### src/rtl/pkg_bdy_pwm.sv
// Shared definitions for the butterfly/PWM body and its upstream frame mux.
package pkg_bdy_pwm;

    localparam int unsigned PRM_DCOEF_DEF  = 32;
    localparam int unsigned PRM_DAXI_DEF   = 2 * PRM_DCOEF_DEF;
    localparam int unsigned PRM_COEFFS_DEF = 64;

    localparam logic [1:0] CTL_BUT_PWM  = 2'd0;
    localparam logic [1:0] CTL_BUT_NTT  = 2'd1;
    localparam logic [1:0] CTL_BUT_INTT = 2'd2;
    localparam logic [1:0] CTL_BUT_RSVD = 2'd3;

    typedef enum logic [1:0] {
        ST_IDLE   = 2'd0,
        ST_SEND_A = 2'd1,
        ST_SEND_B = 2'd2,
        ST_DRAIN  = 2'd3
    } fsmState_t;

endpackage

### src/rtl/mdl_axis_reg_slice.sv
// One-entry AXI-Stream output register; holds data/last stable while stalled.
module mdl_axis_reg_slice #(
    parameter int unsigned PRM_DW = 64
) (
    input  logic              iSYS_CLK,
    input  logic              iSYS_RST,
    input  logic              sValid,
    input  logic [PRM_DW-1:0] sData,
    input  logic              sLast,
    output logic              sReady_c,
    output logic              mValid,
    output logic [PRM_DW-1:0] mData,
    output logic              mLast,
    input  logic              mReady
);

    assign sReady_c = !mValid || mReady;

    always_ff @(posedge iSYS_CLK or negedge iSYS_RST) begin
        if (!iSYS_RST) begin
            mValid <= 1'b0;
            mData  <= '0;
            mLast  <= 1'b0;
        end else if (sReady_c) begin
            mValid <= sValid;
            if (sValid) begin
                mData <= sData;
                mLast <= sLast;
            end
        end
    end

endmodule

### src/rtl/mdl_bdy_pwm_frame_mux.sv
// Merges operand A (coefficient pairs) and operand B (PWM coefficients) into
// one 64-bit frame stream for the body, with start/done and framing checks.
module mdl_bdy_pwm_frame_mux
    import pkg_bdy_pwm::*;
#(
    parameter int unsigned PRM_DAXI   = PRM_DAXI_DEF,
    parameter int unsigned PRM_DCOEF  = PRM_DCOEF_DEF,
    parameter int unsigned PRM_COEFFS = PRM_COEFFS_DEF
) (
    input  logic                 iSYS_CLK,
    input  logic                 iSYS_RST,
    input  logic                 iCMD_START,
    input  logic [1:0]           iCMD_BUT,
    input  logic [1:0]           iCMD_Q,
    output logic [1:0]           oCTL_BUT,
    output logic [1:0]           oCTL_Q,
    output logic                 oFSM_START,
    output logic                 oBUSY,
    output logic                 oDONE,
    output logic                 oERR,
    input  logic                 iA_Tvalid,
    output logic                 oA_Tready,
    input  logic [PRM_DAXI-1:0]  iA_Tdata,
    input  logic                 iA_Tlast,
    input  logic                 iB_Tvalid,
    output logic                 oB_Tready,
    input  logic [PRM_DCOEF-1:0] iB_Tdata,
    input  logic                 iB_Tlast,
    output logic                 oWs_Tvalid,
    input  logic                 iWs_Tready,
    output logic [PRM_DAXI-1:0]  oWs_Tdata,
    output logic                 oWs_Tlast
);

    localparam int unsigned      CNT_W  = $clog2(PRM_COEFFS) + 1;
    localparam logic [CNT_W-1:0] A_LAST = CNT_W'(PRM_COEFFS / 2 - 1);
    localparam logic [CNT_W-1:0] B_LAST = CNT_W'(PRM_COEFFS - 1);

    fsmState_t        state, stateNext;
    logic [CNT_W-1:0] beatCnt, beatCntNext;
    logic [1:0]       ctlBut, ctlButNext, ctlQ, ctlQNext;
    logic             fsmStart, fsmStartNext;
    logic             busy, busyNext;
    logic             done, doneNext;
    logic             err, errNext;

    logic                sliceReady_c;
    logic                aFire_c, bFire_c, aLastBeat_c, bLastBeat_c;
    logic                sValid_c, sLast_c;
    logic [PRM_DAXI-1:0] sData_c;

    assign oA_Tready   = (state == ST_SEND_A) && sliceReady_c;
    assign oB_Tready   = (state == ST_SEND_B) && sliceReady_c;
    assign aFire_c     = iA_Tvalid && oA_Tready;
    assign bFire_c     = iB_Tvalid && oB_Tready;
    assign aLastBeat_c = (beatCnt == A_LAST);
    assign bLastBeat_c = (beatCnt == B_LAST);

    // Frame payload: A passes through, B is zero-extended into the low half
    assign sValid_c = aFire_c || bFire_c;
    assign sData_c  = (state == ST_SEND_B) ? PRM_DAXI'(iB_Tdata) : iA_Tdata;
    assign sLast_c  = (state == ST_SEND_B) ? bLastBeat_c
                                           : (aLastBeat_c && (ctlBut != CTL_BUT_PWM));

    mdl_axis_reg_slice #(.PRM_DW(PRM_DAXI)) uOutReg (
        .iSYS_CLK (iSYS_CLK),
        .iSYS_RST (iSYS_RST),
        .sValid   (sValid_c),
        .sData    (sData_c),
        .sLast    (sLast_c),
        .sReady_c (sliceReady_c),
        .mValid   (oWs_Tvalid),
        .mData    (oWs_Tdata),
        .mLast    (oWs_Tlast),
        .mReady   (iWs_Tready)
    );

    always_ff @(posedge iSYS_CLK or negedge iSYS_RST) begin
        if (!iSYS_RST) begin
            state    <= ST_IDLE;
            beatCnt  <= '0;
            ctlBut   <= 2'd0;
            ctlQ     <= 2'd0;
            fsmStart <= 1'b0;
            busy     <= 1'b0;
            done     <= 1'b0;
            err      <= 1'b0;
        end else begin
            state    <= stateNext;
            beatCnt  <= beatCntNext;
            ctlBut   <= ctlButNext;
            ctlQ     <= ctlQNext;
            fsmStart <= fsmStartNext;
            busy     <= busyNext;
            done     <= doneNext;
            err      <= errNext;
        end
    end

    // Framing is purely count-based; source Tlast only feeds the error flag
    always_comb begin
        stateNext    = state;
        beatCntNext  = beatCnt;
        ctlButNext   = ctlBut;
        ctlQNext     = ctlQ;
        fsmStartNext = 1'b0;
        doneNext     = 1'b0;
        errNext      = err;
        unique case (state)
            ST_IDLE: begin
                if (iCMD_START) begin
                    if (iCMD_BUT == CTL_BUT_RSVD) begin
                        errNext  = 1'b1;
                        doneNext = 1'b1;
                    end else begin
                        stateNext    = ST_SEND_A;
                        ctlButNext   = iCMD_BUT;
                        ctlQNext     = iCMD_Q;
                        errNext      = 1'b0;
                        beatCntNext  = '0;
                        fsmStartNext = 1'b1;
                    end
                end
            end
            ST_SEND_A: begin
                if (aFire_c) begin
                    if (iA_Tlast != aLastBeat_c) errNext = 1'b1;
                    if (aLastBeat_c) begin
                        beatCntNext = '0;
                        stateNext   = (ctlBut == CTL_BUT_PWM) ? ST_SEND_B : ST_DRAIN;
                    end else begin
                        beatCntNext = beatCnt + CNT_W'(1);
                    end
                end
            end
            ST_SEND_B: begin
                if (bFire_c) begin
                    if (iB_Tlast != bLastBeat_c) errNext = 1'b1;
                    if (bLastBeat_c) begin
                        beatCntNext = '0;
                        stateNext   = ST_DRAIN;
                    end else begin
                        beatCntNext = beatCnt + CNT_W'(1);
                    end
                end
            end
            ST_DRAIN: begin
                if (oWs_Tvalid && iWs_Tready) begin
                    stateNext = ST_IDLE;
                    doneNext  = 1'b1;
                end
            end
            default: stateNext = ST_IDLE;
        endcase
    end

    assign busyNext   = (stateNext != ST_IDLE);
    assign oCTL_BUT   = ctlBut;
    assign oCTL_Q     = ctlQ;
    assign oFSM_START = fsmStart;
    assign oBUSY      = busy;
    assign oDONE      = done;
    assign oERR       = err;

endmodule

### config.mk
export PLATFORM = sky130hd
export DESIGN_NAME = mdl_bdy_pwm_frame_mux
export DESIGN_NICKNAME = d
export VERILOG_FILES = /design/src/rtl/pkg_bdy_pwm.sv /design/src/rtl/mdl_axis_reg_slice.sv /design/src/rtl/mdl_bdy_pwm_frame_mux.sv
export SDC_FILE = /design/constraint.sdc
export NUM_CORES = 1
export LEC_CHECK = 0
export ABC_AREA = 1
export CAP_MARGIN = 20
export CORE_MARGIN = 4
export CORE_UTILIZATION = 45
export CTS_CLUSTER_SIZE = 20
export DETAILED_ROUTE_END_ITERATION = 12
export PLACE_DENSITY = 0.95
export SLEW_MARGIN = 20
export SYNTH_ARGS = -nofsm -noshare
export SYNTH_HDL_FRONTEND = slang
export SYNTH_SLANG_ARGS = --single-unit
### constraint.sdc
create_clock -name iSYS_CLK -period 3.5 [get_ports iSYS_CLK]
set_input_delay 0.7 -clock iSYS_CLK [delete_from_list [all_inputs] [get_ports iSYS_CLK]]
set_output_delay 0.7 -clock iSYS_CLK [all_outputs]
set_load 0.05 [all_outputs]
* Word-level counts from Yosys, hierarchy flattened
Index checks and enable logic that the tools add are counted.
** Storage, ports and cells
- Bits in registers :: 83
- Logic and storage cells :: 76
- Bits of input ports :: 108
** Cells by class
- Eq/ne operators :: 14
- Reduce and logical (&&, ||, !) cells :: 18
- Bitwise gates (word level) :: 1
- $add $sub $neg :: 1
- Muxes and demuxes :: 31
** Operators with widths (number)
- $mux 64 :: 1
- $mux 7 :: 6
- $pmux 7 s3 :: 1
- $mux 2 :: 7
- $mux 1 :: 13
- $ne 2x2->1 const B :: 4
- $pmux 2 s4 :: 1
- $add 7x1->7 const B :: 1
- $eq 7x5->1 const B :: 1
- $eq 7x6->1 const B :: 1
- $eq 2x2->1 const B :: 3
- $logic_and 1x1->1 :: 6
- $reduce_and 6->1 :: 1
- $reduce_and 5->1 :: 1
- $logic_not 2->1 :: 2
- $ne 2x1->1 const B :: 2
- $reduce_bool 2->1 :: 2
- $pmux 1 s3 :: 1
- $reduce_and 3->1 :: 1
- $reduce_bool 3->1 :: 1
- $eq 2x1->1 const B :: 1
- $logic_or 1x1->1 :: 2
- $ne 1x1->1 :: 2
- $pmux 1 s2 :: 1
- 3 further kinds :: 3

* Logic depth before layout (Yosys ltp)
Gate-level depths: netlist of run 1.
- Depth in word-level cells :: 7
- Depth in mapped cells :: 11
- Gate-level depth less buffers :: 11

* Modules after synthesis
Synthesis of run 1 repeated with hierarchy kept, for this count alone.
** Unflattened totals
- Cell total of the unflattened synthesis :: 616
- Area total of the unflattened synthesis :: 4415.5 um2
** By module, submodules not included
- mdl_axis_reg_slice :: instances 1, cells each 286, area each 2622.5 um2
- mdl_bdy_pwm_frame_mux :: instances 1, cells each 330, area each 1793.0 um2

* Worst setup path before layout of run 1
OpenSTA, ideal clock, no wires.
- Path kind :: register to output
- From :: reg state[1]
- To :: out oA_Tready
- Data required time :: 2800 ps
- Path buffers :: 0
- Arrival time :: 1574 ps
- Cell stages (with the launch flop) :: 5
- Path slack :: 1226 ps
- Cells stage by stage :: dfrtp_1 > inv_1 > ha_1 > inv_1 > nor2_1
** On the way
- Longest elaborated chain between the ends :: 2
** Ends and longest elaborated chain
- start, declared :: RTL line mdl_bdy_pwm_frame_mux.sv:39 : fsmState_t state, stateNext;
- start signal, assigned :: RTL line mdl_bdy_pwm_frame_mux.sv:89 : state <= stateNext;
- $eq 2x1->1 :: RTL line mdl_bdy_pwm_frame_mux.sv:52 : assign oA_Tready = (state == ST_SEND_A) && sliceReady_c;
- $logic_and 1x1->1 :: RTL line mdl_bdy_pwm_frame_mux.sv:52
- end, declared :: RTL line mdl_bdy_pwm_frame_mux.sv:22 : output logic oA_Tready,
Every way passes these cells.

* Worst setup path after layout of run 1
Ends and elaborated chain as after synthesis.

==> results.cfg, run 1 <==
[grt]
grt_pass1_wl_um = 17800
met2_usage = 0.380
grt_use_met3 = 0.0551
grt_overflow = 0
busiest_layer = met2
grt_usage = 0.217
grt_max_degree = 84
antenna_found_initial = 0
grt_util_met1 = 0.262
grt_pass1_vias = 3825

[cells_and_area]
area_growth_pct = 53.3
design_area_sq_mm = 0.00602
nNetsFinal = 776
drive_gt1_frac = 0.0479
stdcell_count = 773
finalCoreUtilization = 0.721
antenna_cells = 0

[cts]
ctsHoldBuffers = 0
insertion_delay_ps = 340
clk_pin_slew_worst_paths_ps = 80
cts_buffer_depth = 2
cts.sink_count = 83
post_cts_buffers = 0
htreeDepth = 3
root_buffer = clkbuf_8
cts-buffers-inserted = 9
ctsResizeCount = 0
tritoncts = built

[floorplan]
fp-row-count = 33
ioPinCount = 184
chipWidth_um = 101
start_util = 0.470
die_y_um = 101
coreArea_sq_mm = 0.00834
die_area_sq_mm = 0.0103

[placed_design]
post-place-ws_ps = 635
dpl.hpwl_um = 8670
dp_cells = 757
io_buffers = 183
dpl_cell_area_sq_mm = 0.00579
place.gp.congestion = 0.923

[setup_path]
endpoint_kind = output port
cp_max_fo = 7
crit_path_start_kind = flop
startpoint = state[1]$_DFF_PN0_
reg2reg_to = beatCnt[0]$_DFFE_PN0P_
ff2ff_path_depth = 10
crit_path_end = oA_Tready
cp.arrival_ps = 2320
cp.required_ps = 2800
rrSetupSlack_ps = 1220
timing.rr.start = state[0]$_DFF_PN0_
critical_path_class = flop to output port

[synth]
async_flop_share = 1.00
synth_edf_count = 0
post-synth-top-area-cell = dfrtp_1
yosysSeqAreaShare = 0.529
syn_nets = 602
yosys_most_used_dff = dfrtp_1
synth_top_cell_area_share = 0.529
syn_inst = 489
synth_area_sq_mm = 0.00392
yosysWarnings = 0
synth_area_leaders = dfrtp_1 53%, nand2_1 18%, nand3_1 6.5%
synth_seq_cells = 83
synth.avg_cell_area_sq_um = 8.02
ys_types = 28

[timing]
fin_worst_skew_ps = 12.1
period_needed_ps = 3020
slew_viol_final = 0
setup_violations = 0
worst_slack_ps = 481
hold_slack_ps = 370
fin_tns_setup_ps = 0
grt_setup_unrepaired = false
clock.fmax_mhz = 331
finalHoldViolCount = 0
max_slew_margin = 0.506
tightestPinTransition_ps = 742
fin_crit_sh = 0.862

[route]
route.detailed.drc = 0
vias_per_cell = 5.11
drt_wl_total_um = 11200
dr_total_vias = 3953
wire_per_inst_um = 14.5
drt-initial-drc-count = 169
first_pass_iters = 6
antenna_left = 0

[pwr]
pwr-share-clk = 0.132
ir_drop_mv = 0.450
p_per_area_mw_per_mm2 = 943
power.switching_mw = 2.80
finalPower_mw = 5.67
combPwrFrac = 0.584
swShare = 0.494
power_frac_seq = 0.284
leakagePower_nw = 2.80
power.internal_mw = 2.87

[status]
outcome = completed

[flow_run]
drv_cap = 0

[worst_hold_path]
hold_class = input port to async pin
routing by layer:
metal	part of all wire	wire length, um	vias up
met1	0.39	4340	1820
li1	-	-	1925
met4	0.024	266	0
met5	0	0	-
met3	0.098	1100	25
met2	0.49	5520	183
cells by family after synthesis:
kind of cell / synth area share
compound gates: 0.0695
xor+xnor: 0.00447
fa+ha+maj: 0.0159
buf+inv: 0.0571
flops: 0.529
simple gates: 0.324
layout by cell type (no fill, tap or decap), drive strengths merged, types with 2 or more instances in the layout:
cell           instances
clkdlybuf4s50        181
bufinv                 2
o21ai                  6
nand2                195
ha                     5
nand3                 53
nand4                  5
a31oi                 33
buf                    6
clkinv                 2
inv                   25
clkbuf                12
a21oi                  5
dfrtp                 83
nor2                  50
power groups by stage:
stage	Sequential (mW)	Clock [mW]	Combinational (mW)
final	1.61	0.750	3.31
after global routing	1.66	0.812	3.51
after global placement	1.60	0	3.28
after detailed placement	1.63	0	3.33
after CTS	1.61	0.771	3.34
after floorplan	2.99	0	0.786
flip-flops by register name (all words and copies together), names as in the netlist:
name            cells
uOutReg.mData      64
beatCnt             7
oCTL_BUT            2
oCTL_Q              2
state               2
oBUSY               1
oDONE               1
oERR                1
oFSM_START          1
uOutReg.mLast       1
uOutReg.mValid      1
how the worst min path moves through the flow:
stage | from | endpoint | slack [ps]
after floorplan | iSYS_RST | beatCnt[0]$_DFFE_PN0P_ | 400
after global placement | oERR$_DFFE_PN0P_ | oERR$_DFFE_PN0P_ | 460
after detailed placement | uOutReg.mData[56]$_DFFE_PN0P_ | uOutReg.mData[56]$_DFFE_PN0P_ | 470
after CTS | uOutReg.mData[44]$_DFFE_PN0P_ | uOutReg.mData[44]$_DFFE_PN0P_ | 490
after global routing | iSYS_RST | uOutReg.mData[38]$_DFFE_PN0P_ | 460
final | iSYS_RST | uOutReg.mData[58]$_DFFE_PN0P_ | 370
Yosys cell counts (4+ instances only):
cell type,number
nor2_1,49
nand2_1,191
dfrtp_1,83
nand4_1,5
buf_4,6
a21oi_1,4
ha_1,5
o21ai_0,6
buf_2,8
inv_1,22
clkbuf_1,8
a31oi_1,33
nand3_1,51
cell type report:
type                    count  area (sq um)
clock buffers              12           145
clock inverters             4          73.8
fillers                   617          2320
inverters                  25          93.8
multi-input cells         357          1620
flip-flops and latches     83          2080
well taps                 105           131
repair buffers            187          1870
worst max-delay path, stage by stage, from the launching register on:
cell and delay [ps]:
dfrtp_1 430, inv_1 100, ha_1 340, inv_1 180, nor2_1 130, clkdlybuf4s50_1 800
No activity file was read; power rests on OpenSTA's default activity.
==> run 2, diff against run 1 <==
--- a/config.mk
+++ b/config.mk
@@ -16,3 +16,4 @@
 export SYNTH_ARGS = -nofsm -noshare
 export SYNTH_HDL_FRONTEND = slang
 export SYNTH_SLANG_ARGS = --single-unit
+export TNS_END_PERCENT = 10
==> results of run 2 <==
The final DEF is identical to that of run 1; final timing and power are the same.
